## src/rtl/host_bus_driver_pkg.sv

```systemverilog
// Shared Xosera bus definitions: pin polarities, byte-lane selects and the
// host-side bus driver state type.
package xv;

    localparam logic cs_ENABLED   = 1'b0;
    localparam logic cs_DISABLED  = 1'b1;
    localparam logic RnW_READ     = 1'b1;
    localparam logic RnW_WRITE    = 1'b0;
    localparam logic BYTESEL_EVEN = 1'b0;
    localparam logic BYTESEL_ODD  = 1'b1;

    typedef enum logic [2:0] {
        ST_IDLE   = 3'd0,
        ST_SETUP  = 3'd1,
        ST_STROBE = 3'd2,
        ST_HOLD   = 3'd3,
        ST_RESP   = 3'd4
    } hbd_state_t;

    function automatic logic [7:0] byte_of(input logic [15:0] word, input logic bytesel);
        if (bytesel == BYTESEL_EVEN) begin
            return word[15:8];
        end else begin
            return word[7:0];
        end
    endfunction

endpackage

```

## src/rtl/host_bus_driver.sv

```systemverilog
// Host initiator for the Xosera 8-bit register bus: splits 16-bit requests into
// even/odd byte cycles with programmable setup, strobe and hold timing.
module host_bus_driver
    import xv::*;
#(
    parameter int SETUP_CYCLES  = 1,
    parameter int STROBE_CYCLES = 3,
    parameter int HOLD_CYCLES   = 1
) (
    input  logic        clk,
    input  logic        reset_n_i,
    input  logic        req_valid_i,
    output logic        req_ready_o,
    input  logic        req_rd_nwr_i,
    input  logic [3:0]  req_reg_num_i,
    input  logic [1:0]  req_bytes_i,
    input  logic [15:0] req_data_i,
    output logic        rsp_valid_o,
    output logic [15:0] rsp_data_o,
    output logic        bus_cs_n_o,
    output logic        bus_rd_nwr_o,
    output logic [3:0]  bus_reg_num_o,
    output logic        bus_bytesel_o,
    output logic [7:0]  bus_data_o,
    output logic        bus_data_oe_o,
    input  logic [7:0]  bus_data_i
);

    localparam int MAX_CYC = (SETUP_CYCLES > STROBE_CYCLES)
                           ? ((SETUP_CYCLES > HOLD_CYCLES) ? SETUP_CYCLES : HOLD_CYCLES)
                           : ((STROBE_CYCLES > HOLD_CYCLES) ? STROBE_CYCLES : HOLD_CYCLES);
    localparam int CNT_W = (MAX_CYC > 1) ? $clog2(MAX_CYC) : 1;
    localparam logic [CNT_W-1:0] CNT_SETUP  = CNT_W'(SETUP_CYCLES - 1);
    localparam logic [CNT_W-1:0] CNT_STROBE = CNT_W'(STROBE_CYCLES - 1);
    localparam logic [CNT_W-1:0] CNT_HOLD   = CNT_W'(HOLD_CYCLES - 1);
    localparam logic [CNT_W-1:0] CNT_ZERO   = CNT_W'(0);
    localparam logic [CNT_W-1:0] CNT_ONE    = CNT_W'(1);

    if (SETUP_CYCLES < 1 || STROBE_CYCLES < 1 || HOLD_CYCLES < 1) begin : g_bad_timing
        $error("host_bus_driver: SETUP/STROBE/HOLD cycle counts must be at least 1");
    end

    hbd_state_t       r_state, w_next_state;
    logic [CNT_W-1:0] r_cnt, w_next_cnt;
    logic             r_rd_nwr, w_rd_nwr;
    logic [3:0]       r_reg_num, w_reg_num;
    logic             r_odd_pend, w_odd_pend;
    logic [15:0]      r_wdata, w_wdata;
    logic             r_bytesel, w_bytesel;
    logic [15:0]      r_rd_acc, w_rd_acc;
    logic [15:0]      r_rsp_data, w_rsp_data;
    logic             r_rsp_valid;
    logic             r_cs_n;
    logic [7:0]       r_data_o;
    logic             r_data_oe;
    logic             w_bus_active;

    // Next-state, phase counter and request/byte-lane bookkeeping
    always_comb begin
        w_next_state = r_state;
        w_next_cnt   = r_cnt;
        w_rd_nwr     = r_rd_nwr;
        w_reg_num    = r_reg_num;
        w_odd_pend   = r_odd_pend;
        w_wdata      = r_wdata;
        w_bytesel    = r_bytesel;
        w_rd_acc     = r_rd_acc;
        case (r_state)
            ST_IDLE: begin
                if (req_valid_i) begin
                    w_rd_nwr   = req_rd_nwr_i;
                    w_reg_num  = req_reg_num_i;
                    w_odd_pend = req_bytes_i[0];
                    w_wdata    = req_data_i;
                    w_rd_acc   = 16'h0000;
                    if (req_bytes_i == 2'b00) begin
                        w_next_state = ST_RESP;
                    end else begin
                        w_next_state = ST_SETUP;
                        w_next_cnt   = CNT_SETUP;
                        w_bytesel    = req_bytes_i[1] ? BYTESEL_EVEN : BYTESEL_ODD;
                    end
                end else begin
                    w_next_state = ST_IDLE;
                end
            end
            ST_SETUP: begin
                if (r_cnt == CNT_ZERO) begin
                    w_next_state = ST_STROBE;
                    w_next_cnt   = CNT_STROBE;
                end else begin
                    w_next_cnt = r_cnt - CNT_ONE;
                end
            end
            ST_STROBE: begin
                if (r_cnt == CNT_ZERO) begin
                    w_next_state = ST_HOLD;
                    w_next_cnt   = CNT_HOLD;
                    // Read data is taken at the end of the strobe, when the responder is settled
                    if (r_rd_nwr == RnW_READ) begin
                        if (r_bytesel == BYTESEL_EVEN) begin
                            w_rd_acc[15:8] = bus_data_i;
                        end else begin
                            w_rd_acc[7:0] = bus_data_i;
                        end
                    end else begin
                        w_rd_acc = r_rd_acc;
                    end
                end else begin
                    w_next_cnt = r_cnt - CNT_ONE;
                end
            end
            ST_HOLD: begin
                if (r_cnt == CNT_ZERO) begin
                    if (r_bytesel == BYTESEL_EVEN && r_odd_pend) begin
                        w_next_state = ST_SETUP;
                        w_next_cnt   = CNT_SETUP;
                        w_bytesel    = BYTESEL_ODD;
                    end else begin
                        w_next_state = ST_RESP;
                    end
                end else begin
                    w_next_cnt = r_cnt - CNT_ONE;
                end
            end
            ST_RESP: begin
                w_next_state = ST_IDLE;
            end
            default: begin
                w_next_state = ST_IDLE;
            end
        endcase

        if (w_next_state == ST_RESP) begin
            w_rsp_data = (w_rd_nwr == RnW_READ) ? w_rd_acc : 16'h0000;
        end else begin
            w_rsp_data = r_rsp_data;
        end

        w_bus_active = (w_next_state == ST_SETUP) || (w_next_state == ST_STROBE)
                    || (w_next_state == ST_HOLD);
    end

    // State and registered bus/response outputs, all aligned to the next state
    always_ff @(posedge clk or negedge reset_n_i) begin
        if (!reset_n_i) begin
            r_state     <= ST_IDLE;
            r_cnt       <= CNT_ZERO;
            r_rd_nwr    <= RnW_READ;
            r_reg_num   <= 4'h0;
            r_odd_pend  <= 1'b0;
            r_wdata     <= 16'h0000;
            r_bytesel   <= BYTESEL_EVEN;
            r_rd_acc    <= 16'h0000;
            r_rsp_data  <= 16'h0000;
            r_rsp_valid <= 1'b0;
            r_cs_n      <= cs_DISABLED;
            r_data_o    <= 8'h00;
            r_data_oe   <= 1'b0;
        end else begin
            r_state     <= w_next_state;
            r_cnt       <= w_next_cnt;
            r_rd_nwr    <= w_rd_nwr;
            r_reg_num   <= w_reg_num;
            r_odd_pend  <= w_odd_pend;
            r_wdata     <= w_wdata;
            r_bytesel   <= w_bytesel;
            r_rd_acc    <= w_rd_acc;
            r_rsp_data  <= w_rsp_data;
            r_rsp_valid <= (w_next_state == ST_RESP);
            r_cs_n      <= (w_next_state == ST_STROBE) ? cs_ENABLED : cs_DISABLED;
            r_data_o    <= byte_of(w_wdata, w_bytesel);
            r_data_oe   <= w_bus_active && (w_rd_nwr != RnW_READ);
        end
    end

    assign req_ready_o   = (r_state == ST_IDLE);
    assign rsp_valid_o   = r_rsp_valid;
    assign rsp_data_o    = r_rsp_data;
    assign bus_cs_n_o    = r_cs_n;
    assign bus_rd_nwr_o  = r_rd_nwr;
    assign bus_reg_num_o = r_reg_num;
    assign bus_bytesel_o = r_bytesel;
    assign bus_data_o    = r_data_o;
    assign bus_data_oe_o = r_data_oe;

endmodule

```

## config.mk

```make
export PLATFORM = sky130hd
export DESIGN_NAME = host_bus_driver
export DESIGN_NICKNAME = d
export VERILOG_FILES = /design/src/rtl/host_bus_driver_pkg.sv /design/src/rtl/host_bus_driver.sv
export SDC_FILE = /design/constraint.sdc
export NUM_CORES = 1
export LEC_CHECK = 0
export CORE_AREA = 2 2 89 91
export DETAILED_ROUTE_END_ITERATION = 6
export DIE_AREA = 0 0 91 93
export GPL_ROUTABILITY_DRIVEN = 0
export HOLD_SLACK_MARGIN = 0.03
export PLACE_DENSITY = 0.68
export SLEW_MARGIN = 20
export SYNTH_ARGS = -nofsm -noshare
export SYNTH_HDL_FRONTEND = slang
export SYNTH_SLANG_ARGS = --single-unit
```

## constraint.sdc

```tcl
create_clock -name clk -period 2.6 [get_ports clk]
set_input_delay 0.26 -clock clk [delete_from_list [all_inputs] [get_ports clk]]
set_output_delay 0.26 -clock clk [all_outputs]
set_load 0.02 [all_outputs]
```

---- After elaboration in Yosys (flattened, before gate mapping) ----
Index checks and enable logic that the tools add are counted.
word-level totals
  logic and storage cells ................. 69
  output and inout port bits .............. 34
  latch bits .............................. 0
  memories ................................ 0
  flip-flop bits (word level) ............. 71
  ROM bits ................................ 0
  bits in writable memories ............... 0
  input bits .............................. 34
operators by class
  mux-type cells .......................... 33
  multipliers ............................. 0
  add/subtract/negate cells ............... 1
  bitwise gates (word level) .............. 2
  eq/ne operators ......................... 10
  divide/modulo/power cells ............... 0
  shift operators ......................... 0
  magnitude comparators ................... 0
  reduce and logical (&&, ||, !) cells .... 10
operator list
  kind                   number
  $mux W16               6
  $pmux W16 S2           1
  $mux W8                3
  $mux W3                6
  $eq A3 B2 Y1 const B   4
  $mux W2                6
  $pmux W3 S4            1
  $mux W1                8
  $pmux W2 S4            1
  $eq A3 B1 Y1 const B   2
  $logic_not A2 Y1       2
  $ne A2 B2 Y1 const B   2
  $reduce_and A4 Y1      1
  $reduce_bool A4 Y1     1
  $eq A3 B3 Y1 const B   1
  $logic_not A3 Y1       1
  $ne A3 B3 Y1 const B   1
  $logic_and A1 B1 Y1    2
  $logic_or A1 B1 Y1     2
  $not A1 Y1             2
  $pmux W1 S2            1
  $reduce_and A2 Y1      1
  $sub A2 B1 Y2 const B  1

---- Depth between registers and ports, before layout ----
Gate-level depths: netlist of run 1.
  depth in word-level cells ............... 9
  gate-level depth with buffers ........... 8
  depth with buffers taken out ............ 6

---- Worst setup path before layout of run 1 ----
OpenSTA, ideal clock, no wires.
  path kind ............................... register to register
  start ................................... register r_state[0]
  end ..................................... register r_rsp_data[10] (netlist: rsp_data_o[10])
  arrival time ............................ 1836 ps
  period minus slack after synthesis ...... 1915 ps
  data required time ...................... 2521 ps
  setup time .............................. 79 ps
  buffers on the path ..................... 3
  setup slack ............................. 685 ps
  cell stages (with the launch flop) ...... 8
  cell sequence ........................... dfrtp_1 -> buf_6 -> or4b_4 -> o32ai_4 -> o41a_2 -> buf_6 -> buf_12 -> mux2i_1
between the ends
  cells in the longest elaborated chain, start to end .. 3
  elaborated cells between the ends (all ways) .. 12
  classes of those cells .................. eq/ne (4); mux (7); reduce/logical (1)
RTL lines
  item                                  line                    source
  start: declaration                    host_bus_driver.sv:43   hbd_state_t r_state, w_next_state;
  start signal: assignment              host_bus_driver.sv:161  r_state <= w_next_state;
  $eq A3 B2 Y1 (tied with other cells)  host_bus_driver.sv:68   case (r_state)
  $pmux W3 S4 (*)                       host_bus_driver.sv:68
  net w_next_state[2]                   host_bus_driver.sv:43
  $eq A3 B3 Y1 (*)                      host_bus_driver.sv:134  if (w_next_state == ST_RESP) begin
  end signal: assignment                host_bus_driver.sv:169  r_rsp_data <= w_rsp_data;
  end: declaration                      host_bus_driver.sv:51   logic [15:0] r_rsp_data, w_rsp_data;
Mark *: on every way through the listed nets, which the timed path passes. The rest lies on a longest branch.
A chain may end at the register's enable or synchronous reset.

---- Worst setup path in the final report of run 1 ----
  start ................................... register r_state[0]
  end ..................................... register r_rsp_data[9] (netlist: rsp_data_o[9])
The elaborated chain is that of the path after synthesis.

==> results of run 1 <==
## synth_stat cells, types with 2 or more instances
master,count,area share [%]
nand2_1,68,7.8
o21ai_1,2,0.31
or2_1,15,2.9
inv_1,36,4.2
nor2_1,2,0.23
mux2_2,10,3.5
dfstp_2,2,1.6
mux2i_1,16,4.9
ha_1,4,1.5
o21ai_0,15,2.3
nor3_1,5,0.77
nor3b_1,2,0.46
and3_1,16,3.1
a211oi_1,17,3.9
buf_2,7,1.1
clkbuf_1,8,0.92
dfrtp_1,69,53
buf_6,2,0.69
a21oi_1,3,0.46
or2_2,3,0.58
## worst register-to-register path, cell delays in order, from the launching register on
cell and delay, ns:
dfrtp_1 0.52, or4b_4 0.61, o32ai_4 0.17, o41a_2 0.19, buf_4 0.29, mux2i_1 0.23
## per-stage QoR
step,std cells,power (mW),setup WS (ns),utilization (%)
after CTS,493,4.83,0.500,55.8
after detailed placement,476,3.98,0.357,53.2
after global placement,476,3.93,0.416,53.2
after global routing,493,5.13,0.354,55.8
after floorplan,318,3.26,0.685,-
final,493,4.79,0.508,55.8
## flip-flops by register name, indices dropped and copies added, names as in the netlist, 2 cells and up
name and count:
r_rd_acc 16, r_wdata 16, rsp_data_o 16, bus_data_o 8
bus_reg_num_o 4, r_state 3, r_cnt 2
## path summary, 6_finish.rpt
kind	slack [ns]	endpoint	cells after the start
worst max-delay path	0.51	rsp_data_o[9]$_DFFE_PN0P_	5
worst min-delay path	0.45	bus_reg_num_o[3]$_DFFE_PN0P_	3
worst max register to register	0.51	rsp_data_o[9]$_DFFE_PN0P_	5
worst min register to register	0.48	r_wdata[4]$_DFF_PN0_	2
max in group asynchronous	1.32	bus_rd_nwr_o$_DFF_PN1_	3
min in group asynchronous	0.48	rsp_data_o[1]$_DFFE_PN0P_	2
## per-layer routing
metal | GRT usage [%] | wire length [µm] | vias to the layer above
met3 | 4.92 | 285 | 10
met4 | 5.93 | 114 | 0
met2 | 26.1 | 3010 | 56
li1 | - | - | 1186
met1 | 22.7 | 3340 | 1129
met5 | 0 | 0 | -
## power by group through the flow
stage / Sequential [mW] / Clock (mW) / Combinational (mW)
after floorplan: 1.94 / 0 / 1.32
after detailed placement: 1.81 / 0 / 2.17
after global routing: 1.85 / 0.901 / 2.39
after CTS: 1.79 / 0.855 / 2.18
after global placement: 1.81 / 0 / 2.12
final: 1.79 / 0.835 / 2.16
## logic make-up (layout without fill, tap and decap cells)
logic type	Yosys count	count (layout)	share of synthesized area, %
AND/OR/NAND/NOR	119	119	18.3
AO/OA/AOI/OAI	43	43	9.38
adder cells (fa/ha/maj)	4	4	1.54
XOR/XNOR	1	1	0.269
multiplexers	26	26	8.38
buffers and inverters	54	127	7.46
flip-flops	71	71	54.7
## cell type report
type                    instances  area [µm²]
clock buffers                   9         124
clock inverters                 7        61.3
fillers                       680        3330
inverters                      36         135
multi-input cells             193        1240
flip-flops and latches         71        1780
well taps                     102         128
repair buffers                 75         728
==> results.yml, run 1 <==
timing:
  tightest_slew_ns: 0.676
  maxSlewViolCount: 0
  rsz0062_at_grt: "no"
  hold_violations: 0
  finalCritPeriodShare_pct: 80.5
  finalSetupViolCount: 0
  fin_hold_ws_ns: 0.449
  relSlewSlack_pct: 54.9
  finalSetupTns_ns: 0
  fin_skew_ns: 0.0105
  fmax_ghz: 0.478
  fin_crit_ns: 2.09
global_routing:
  gr-total-overflow: 0
  antenna_found_initial: 0
  grt_max_degree: 33
  grt_pass1_wl_um: 11300
  grt_pass1_vias: 2450
  grt_usage_pct: 16.8
finish:
  diodes: 0
  syn_to_final_growth_pct: 28.9
  design_area_um2: 4200
  layout_commonest_cell: "dfrtp_1"
  final_cell_mix: "dfrtp_1 (69), nand2_1 (68), clkdlybuf4s50_1 (66)"
  nets: 424
  drive_gt1_share_pct: 11.5
yosys:
  ys_types: 36
  synth_edf_count: 0
  netlist_area_um2: 3260
  ys_seq_area_share_pct: 54.7
  netlist_instances: 318
  yosys_warnings: 0
  synth_fp_nets: 356
  yosys_most_used_dff: "dfrtp_1"
  postSynth.asyncResetShare_pct: 100
  syn_avg_cell_area_um2: 10.2
  ys_ff_latch: 71
critical_path:
  rr_startpoint: "r_state[0]$_DFF_PN0_"
  worst_setup_path_end_kind: "flop"
  path_buf_inv: 1
  cp-start-kind: "flop"
  critPathLaunch: "r_state[0]$_DFF_PN0_"
  path_max_fanout: 17
  required_ns: 2.87
  crit_path_top_delay_cell: "or4b_4"
  slowest_delay_ns: 0.61
  crit_type: "reg -> reg"
  cpLargestDelayFamily: "simple AND/OR/NAND/NOR gates"
  path_cells: "or4b_4 -> o32ai_4 -> o41a_2 -> buf_4 -> mux2i_1"
  crit_arrival_ns: 2.36
power_and_ir_drop:
  seqPwrFrac_pct: 37.4
  sw_frac_of_total_pct: 39.6
  p_comb_share_pct: 45.1
  netSwitchingPower_mw: 1.90
  ir_drop_v: 0.000622
  p_leak_nw: 1.94
  internal_power_mw: 2.89
  power_density_nw_per_um2: 1140
  pwr-share-clk_pct: 17.4
drt:
  wl_um: 6750
  drcViolationCount: 0
  num_vias: 2381
  drt-pass1-iter-count: 4
  vias_per_cell: 4.83
  drt_iter0_drc: 78
  antenna_left: 0
  wl_per_cell_um: 13.7
clock_tree:
  max-clock-path-buffers: 2
  postCtsSetupBuffers: 0
  cts_tree: "built"
  clk_pin_slew_worst_paths_ns: 0.09
  clkLatencyLatePin_ns: 0.34
  numCtsBuffers: 9
  ctsResizeCount: 0
  cts_hold_buf: 1
  cts.sinks: 71
  h-tree-depth: 3
  cts_root_buf: "clkbuf_8"
worst_hold_path:
  holdCritStartpoint: "req_reg_num_i[3]"
  hp-class: "in -> reg"
floorplan:
  start_util_pct: 43.3
  dieWidth_um: 91
  fp-row-count: 32
  core_area_um2: 7530
  fp.dieArea_um2: 8460
  pin_count: 68
  chipHeight_um: 93
outcome:
  status: "finished clean"
placed_design:
  io_buffer_count: 67
  hpwl_um: 4560
  dpl_cell_area_um2: 4000
job:
  max_cap_viol_count: 0
(Power assumes the default switching activity.)
==> run 2: changes to the inputs <==
clock period = 1.94 ns   (was 2.6 ns; I/O delays follow)
==> run 2 against run 1 <==
  * Clock skew is 0.0056 ns higher
  * Sequential power is 31% higher
  * First-iteration DRC count is 45% higher
  * Worst hold slack worse by 0.17 ns
  * Utilization is 2.4 points higher
  * Flip-flop and latch count stayed put
  * Critical path depth stayed put
  * Combinational power is 51% higher
  * Cell count is 2.8% higher
  * Maximum frequency is 14% higher
  * Critical path type unchanged
  * Critical endpoint unchanged
  * Largest cell class unchanged
==> results.yml, run 2 (synthesized netlist as in run 1, its figures left out) <==
outcome:
  status: "finished clean"
timing:
  tightest_slew_ns: 0.407
  hold_violations: 0
  fmax_ghz: 0.543
  finalCritPeriodShare_pct: 94.9
  maxSlewViolCount: 0
  finalSetupViolCount: 0
  fin_crit_ns: 1.84
  fin_skew_ns: 0.0161
  relSlewSlack_pct: 72.8
  finalSetupTns_ns: 0
floorplan:
  chipHeight_um: 93
  start_util_pct: 43.3
  core_area_um2: 7530
  pin_count: 68
  fp.dieArea_um2: 8460
  fp-row-count: 32
  dieWidth_um: 91
drt:
  vias_per_cell: 4.80
  wl_met3_um: 366
  wl_met1_um: 3230
  wl_per_cell_um: 13.7
  highest_layer: "met4"
  drt-pass1-iter-count: 4
  num_vias: 2432
  wl_met2_um: 3300
  antenna_left: 0
  wl_um: 6970
  drt_iter0_drc: 113
  drcViolationCount: 0
global_routing:
  grt_usage_pct: 17.7
  grt_pass1_vias: 2454
  grt_pass1_wl_um: 11800
  gr-total-overflow: 0
  grt_max_degree: 39
  antenna_found_initial: 0
clock_tree:
  postCtsSetupBuffers: 0
  clkLatencyLatePin_ns: 0.35
  max-clock-path-buffers: 2
  h-tree-depth: 3
  cts.sinks: 71
  numCtsBuffers: 9
  clk_pin_slew_worst_paths_ns: 0.09
  cts_root_buf: "clkbuf_8"
  cts_tree: "built"
critical_path:
  crit_path_top_delay_cell: "or4b_4"
  rr_endpoint: "rsp_data_o[9]$_DFFE_PN0P_"
  r2r_cells: 5
  worst_setup_path_end_kind: "flop"
  crit_arrival_ns: 2.11
  path_cells: "or4b_4 -> o32ai_4 -> o41a_2 -> buf_12 -> mux2i_1"
  cp-start-kind: "flop"
  required_ns: 2.21
  path_buf_inv: 1
  slowest_delay_ns: 0.55
  crit_type: "reg -> reg"
  rr_startpoint: "r_state[1]$_DFF_PN0_"
  path_max_fanout: 14
  cpLargestDelayFamily: "simple AND/OR/NAND/NOR gates"
  reg2reg_slack_ns: 0.1
finish:
  nets: 438
  diodes: 0
  design_area_um2: 4380
  stdcell_count: 507
  drive_gt1_share_pct: 15.1
  layout_commonest_cell: "dfrtp_1"
  syn_to_final_growth_pct: 34.6
  final_cell_mix: "dfrtp_1 (69), nand2_1 (67), clkdlybuf4s50_1 (65)"
  fin_util_pct: 58.2
placed_design:
  placed_cells: 490
  io_buffer_count: 67
  hpwl_um: 4800
  dpl_cell_area_um2: 4180
power_and_ir_drop:
  p_leak_nw: 2.03
  ir_drop_v: 0.000628
  total_power_mw: 6.74
  power_density_nw_per_um2: 1540
job:
  max_cap_viol_count: 0
worst_hold_path:
  hp-class: "in -> async"
==> run 2: cell types whose count changed in the layout (fill, tap and decap cells not counted) <==
cell / previous run / this run
nand2_2: 0 / 1
nand2_1: 68 / 67
ha_1: 4 / 3
dlygate4sd2_1: 0 / 1
buf_4: 7 / 15
ha_2: 0 / 1
buf_12: 0 / 6
clkdlybuf4s50_1: 66 / 65
==> run 2: worst max-delay path by stage <==
stage | startpoint | to | depth (start not counted)
6_report | r_state[1]$_DFF_PN0_ | rsp_data_o[9]$_DFFE_PN0P_ | 5
5_1_grt | r_cnt[1]$_DFFE_PN0P_ | rsp_data_o[9]$_DFFE_PN0P_ | 7
4_1_cts | r_cnt[1]$_DFFE_PN0P_ | rsp_data_o[9]$_DFFE_PN0P_ | 7
3_5_place_dp | req_valid_i | rsp_data_o[2]$_DFFE_PN0P_ | 6
3_3_place_gp | req_valid_i | rsp_data_o[10]$_DFFE_PN0P_ | 6
2_1_floorplan | r_state[0]$_DFF_PN0_ | rsp_data_o[10]$_DFFE_PN0P_ | 7
==> run 2: layout make-up <==
| cell class | instances | area [µm²] |
|---|---|---|
| Tap cell | 102 | 128 |
| Clock inverter | 7 | 61.3 |
| Clock buffer | 9 | 124 |
| Inverter | 36 | 135 |
| Timing Repair Buffer | 89 | 907 |
| Fill cell | 692 | 3150 |
| Sequential cell | 71 | 1780 |
| Multi-Input combinational cell | 193 | 1250 |
==> run 2: routing by layer <==
layer,GRT usage [%],vias up
met4,7.32,0
li1,-,1214
met1,23.6,1154
met3,5.24,8
met2,27.2,56
met5,0,-
==> run 2: power breakdown <==
part	switching, mW	leakage, nW	internal (mW)
registers	0.267	0.919	2.08
logic	1.70	1.03	1.56
clock network	0.639	0.0888	0.488
total	2.61	2.03	4.13
==> run 2: through the flow <==
step                setup slack, ns  hold slack (ns)
floorplan                    0.0247           -0.102
CTS                          0.0543            0.278
global placement            -0.0133            0.128
finish                       0.0997            0.275
detailed placement          -0.0737            0.132
global route               -0.00484            0.298
==> run 2: worst register-to-register path: cells and delay by family (launching register included) <==
kind	cells	cell delay (ns)
multiplexers	1	0.20
AND/OR/NAND/NOR	1	0.55
flip-flops	1	0.50
AO/OA/AOI/OAI	2	0.36
buffers and inverters	1	0.16
==> run 2: what timing repair did <==
action / in CTS / in global routing
cloned: 0 / 0
endpoints found under the hold margin: 14 / 0
hold buffers: 1 / 0
endpoints found under the setup margin: 1 / 17
resized for setup: 1 / 2
==> run 3: changes to the inputs <==
CORE_AREA = 5 5 92 94   (was 2 2 89 91)
DIE_AREA = 0 0 97 99   (was 0 0 91 93)
REMOVE_ABC_BUFFERS = 1   (was not set)
==> run 3 against run 2 <==
  * Global-route usage is 2.4 points lower
  * Maximum frequency is 2.4% lower
  * Die area rose by 13%
  * Via count rose by 0.53%
  * Utilization down 0.85 points
  * Highest routed layer unchanged
  * Worst setup slack got worse by 0.046 ns
==> results.yml, run 3 (synthesized netlist as in run 1, its figures left out) <==
clock_tree:
  numCtsBuffers: 9
  h-tree-depth: 3
  cts_tree: "built"
  max-clock-path-buffers: 2
  clkLatencyLatePin_ns: 0.35
  clk_pin_slew_worst_paths_ns: 0.08
  cts_root_buf: "clkbuf_8"
  cts.sinks: 71
job:
  max_cap_viol_count: 0
critical_path:
  worst_setup_path_end_kind: "flop"
  critPathLaunch: "r_state[2]$_DFF_PN0_"
  path_max_fanout: 9
  rr_startpoint: "r_state[2]$_DFF_PN0_"
  rr_endpoint: "bus_data_o[0]$_DFF_PN0_"
  r2r_cells: 5
  crit_type: "reg -> reg"
  cp-start-kind: "flop"
  reg2reg_slack_ns: 0.05
  endpoint: "bus_data_o[0]$_DFF_PN0_"
  crit_arrival_ns: 2.11
  required_ns: 2.17
finish:
  diodes: 0
  fill_cells: 667
  drive_gt1_share_pct: 15.5
  syn_to_final_growth_pct: 33.3
  multi_input_area_um2: 1290
  nets: 434
  final_cell_mix: "nand2_1 (67), dfrtp_1 (67), clkdlybuf4s50_1 (66)"
  regArea_um2: 1780
outcome:
  status: "finished clean"
timing:
  rsz0062_at_grt: "yes"
  fmax_ghz: 0.530
  maxSlewViolCount: 0
  fin_crit_ns: 1.89
  fin_skew_ns: 0.0106
  tightest_slew_ns: 0.487
  fin_hold_ws_ns: 0.188
  relSlewSlack_pct: 67.6
  hold_violations: 0
  finalSetupViolCount: 0
  finalCritPeriodShare_pct: 97.2
drt:
  drt-pass1-iter-count: 4
  num_vias: 2445
  drt_iter0_drc: 110
  antenna_left: 0
  wl_um: 7220
  drcViolationCount: 0
  wl_per_cell_um: 14.4
  vias_per_cell: 4.86
floorplan:
  start_util_pct: 43.0
  core_area_um2: 7570
  dieWidth_um: 97
  fp.dieArea_um2: 9600
  pin_count: 68
  chipHeight_um: 99
  fp-row-count: 32
power_and_ir_drop:
  power_density_nw_per_um2: 1540
  p_leak_nw: 2.00
  total_power_mw: 6.70
  ir_drop_v: 0.000586
worst_hold_path:
  hp-class: "in -> async"
global_routing:
  antenna_found_initial: 0
  grt_usage_pct: 15.3
  grt_pass1_vias: 2471
  grt_max_degree: 40
  gr-total-overflow: 0
  grt_pass1_wl_um: 11900
placed_design:
  hpwl_um: 4700
  io_buffer_count: 67
==> run 3: cell count changes in the layout (fill, tap and decap cells not counted), moves of 2 or more <==
| cell | delta |
|---|---|
| buf_12 | -4 |
| clkinv_2 | +5 |
| mux2_2 | -2 |
| dfrtp_2 | +2 |
| mux2_4 | +2 |
| dfrtp_1 | -2 |
| inv_6 | -3 |
==> run 3: repair_timing <==
item | 4_1_cts | 5_1_grt
endpoints found under the setup margin | 3 | 35
pin swaps | 0 | 3
cloned | 0 | 1
hold buffers | 1 | 0
buffers inserted | 0 | 4
gates resized for setup | 1 | 11
hold endpoints to repair | 69 | 0
==> run 3: per-stage QoR <==
step | util (%) | instance area, µm² | setup TNS [ns] | instances | worst slack (ns)
4_1_cts | 56.0 | 4240 | 0 | 498 | 0.00705
3_5_place_dp | 53.7 | 4070 | -2.04 | 481 | -0.107
5_1_grt | 57.4 | 4340 | -0.135 | 503 | -0.0251
6_report | 57.4 | 4340 | 0 | 503 | 0.0537
3_3_place_gp | 53.7 | 4070 | -0.821 | 481 | -0.0382
2_1_floorplan | - | 3150 | -61.79 | 300 | -1.46
==> run 3: worst min-delay path by stage <==
stage                                         end       from  depth (start not counted)
final                        r_wdata[1]$_DFF_PN0_  reset_n_i                          2
after global routing         r_wdata[1]$_DFF_PN0_  reset_n_i                          2
after detailed placement     r_wdata[1]$_DFF_PN0_  reset_n_i                          1
after floorplan           bus_bytesel_o$_DFF_PN0_  reset_n_i                          0
after global placement       r_wdata[1]$_DFF_PN0_  reset_n_i                          1
after CTS                    r_wdata[1]$_DFF_PN0_  reset_n_i                          2
==> run 3: layout make-up <==
cell class                      count  share of cell area (%)
Inverter                           36                    3.11
Tap cell                          102                    2.94
Clock buffer                        9                    2.85
Clock inverter                      7                   0.922
Sequential cell                    71                    41.0
Multi-Input combinational cell    193                    29.6
Timing Repair Buffer               85                    19.5
==> run 3: worst max-delay path: stages (launching register included) <==
cell	delay, ns
dfrtp_2	0.45
nor4b_4	0.44
nand2_1	0.15
a22oi_2	0.23
buf_12	0.17
mux2_2	0.32
==> run 3: where the power goes <==
part | internal [mW] | total, mW | leakage [nW] | switching (mW)
sequential | 2.09 | 2.36 | 0.916 | 0.277
clock | 0.452 | 1.01 | 0.0846 | 0.560
combinational | 1.56 | 3.32 | 1.00 | 1.76
total | 4.10 | 6.70 | 2.00 | 2.60
==> run 3: per-layer routing <==
layer	wire [µm]	GRT usage, %
met4	142	7.13
met1	3450	20.3
met5	0	0
met3	263	3.11
met2	3360	24.3
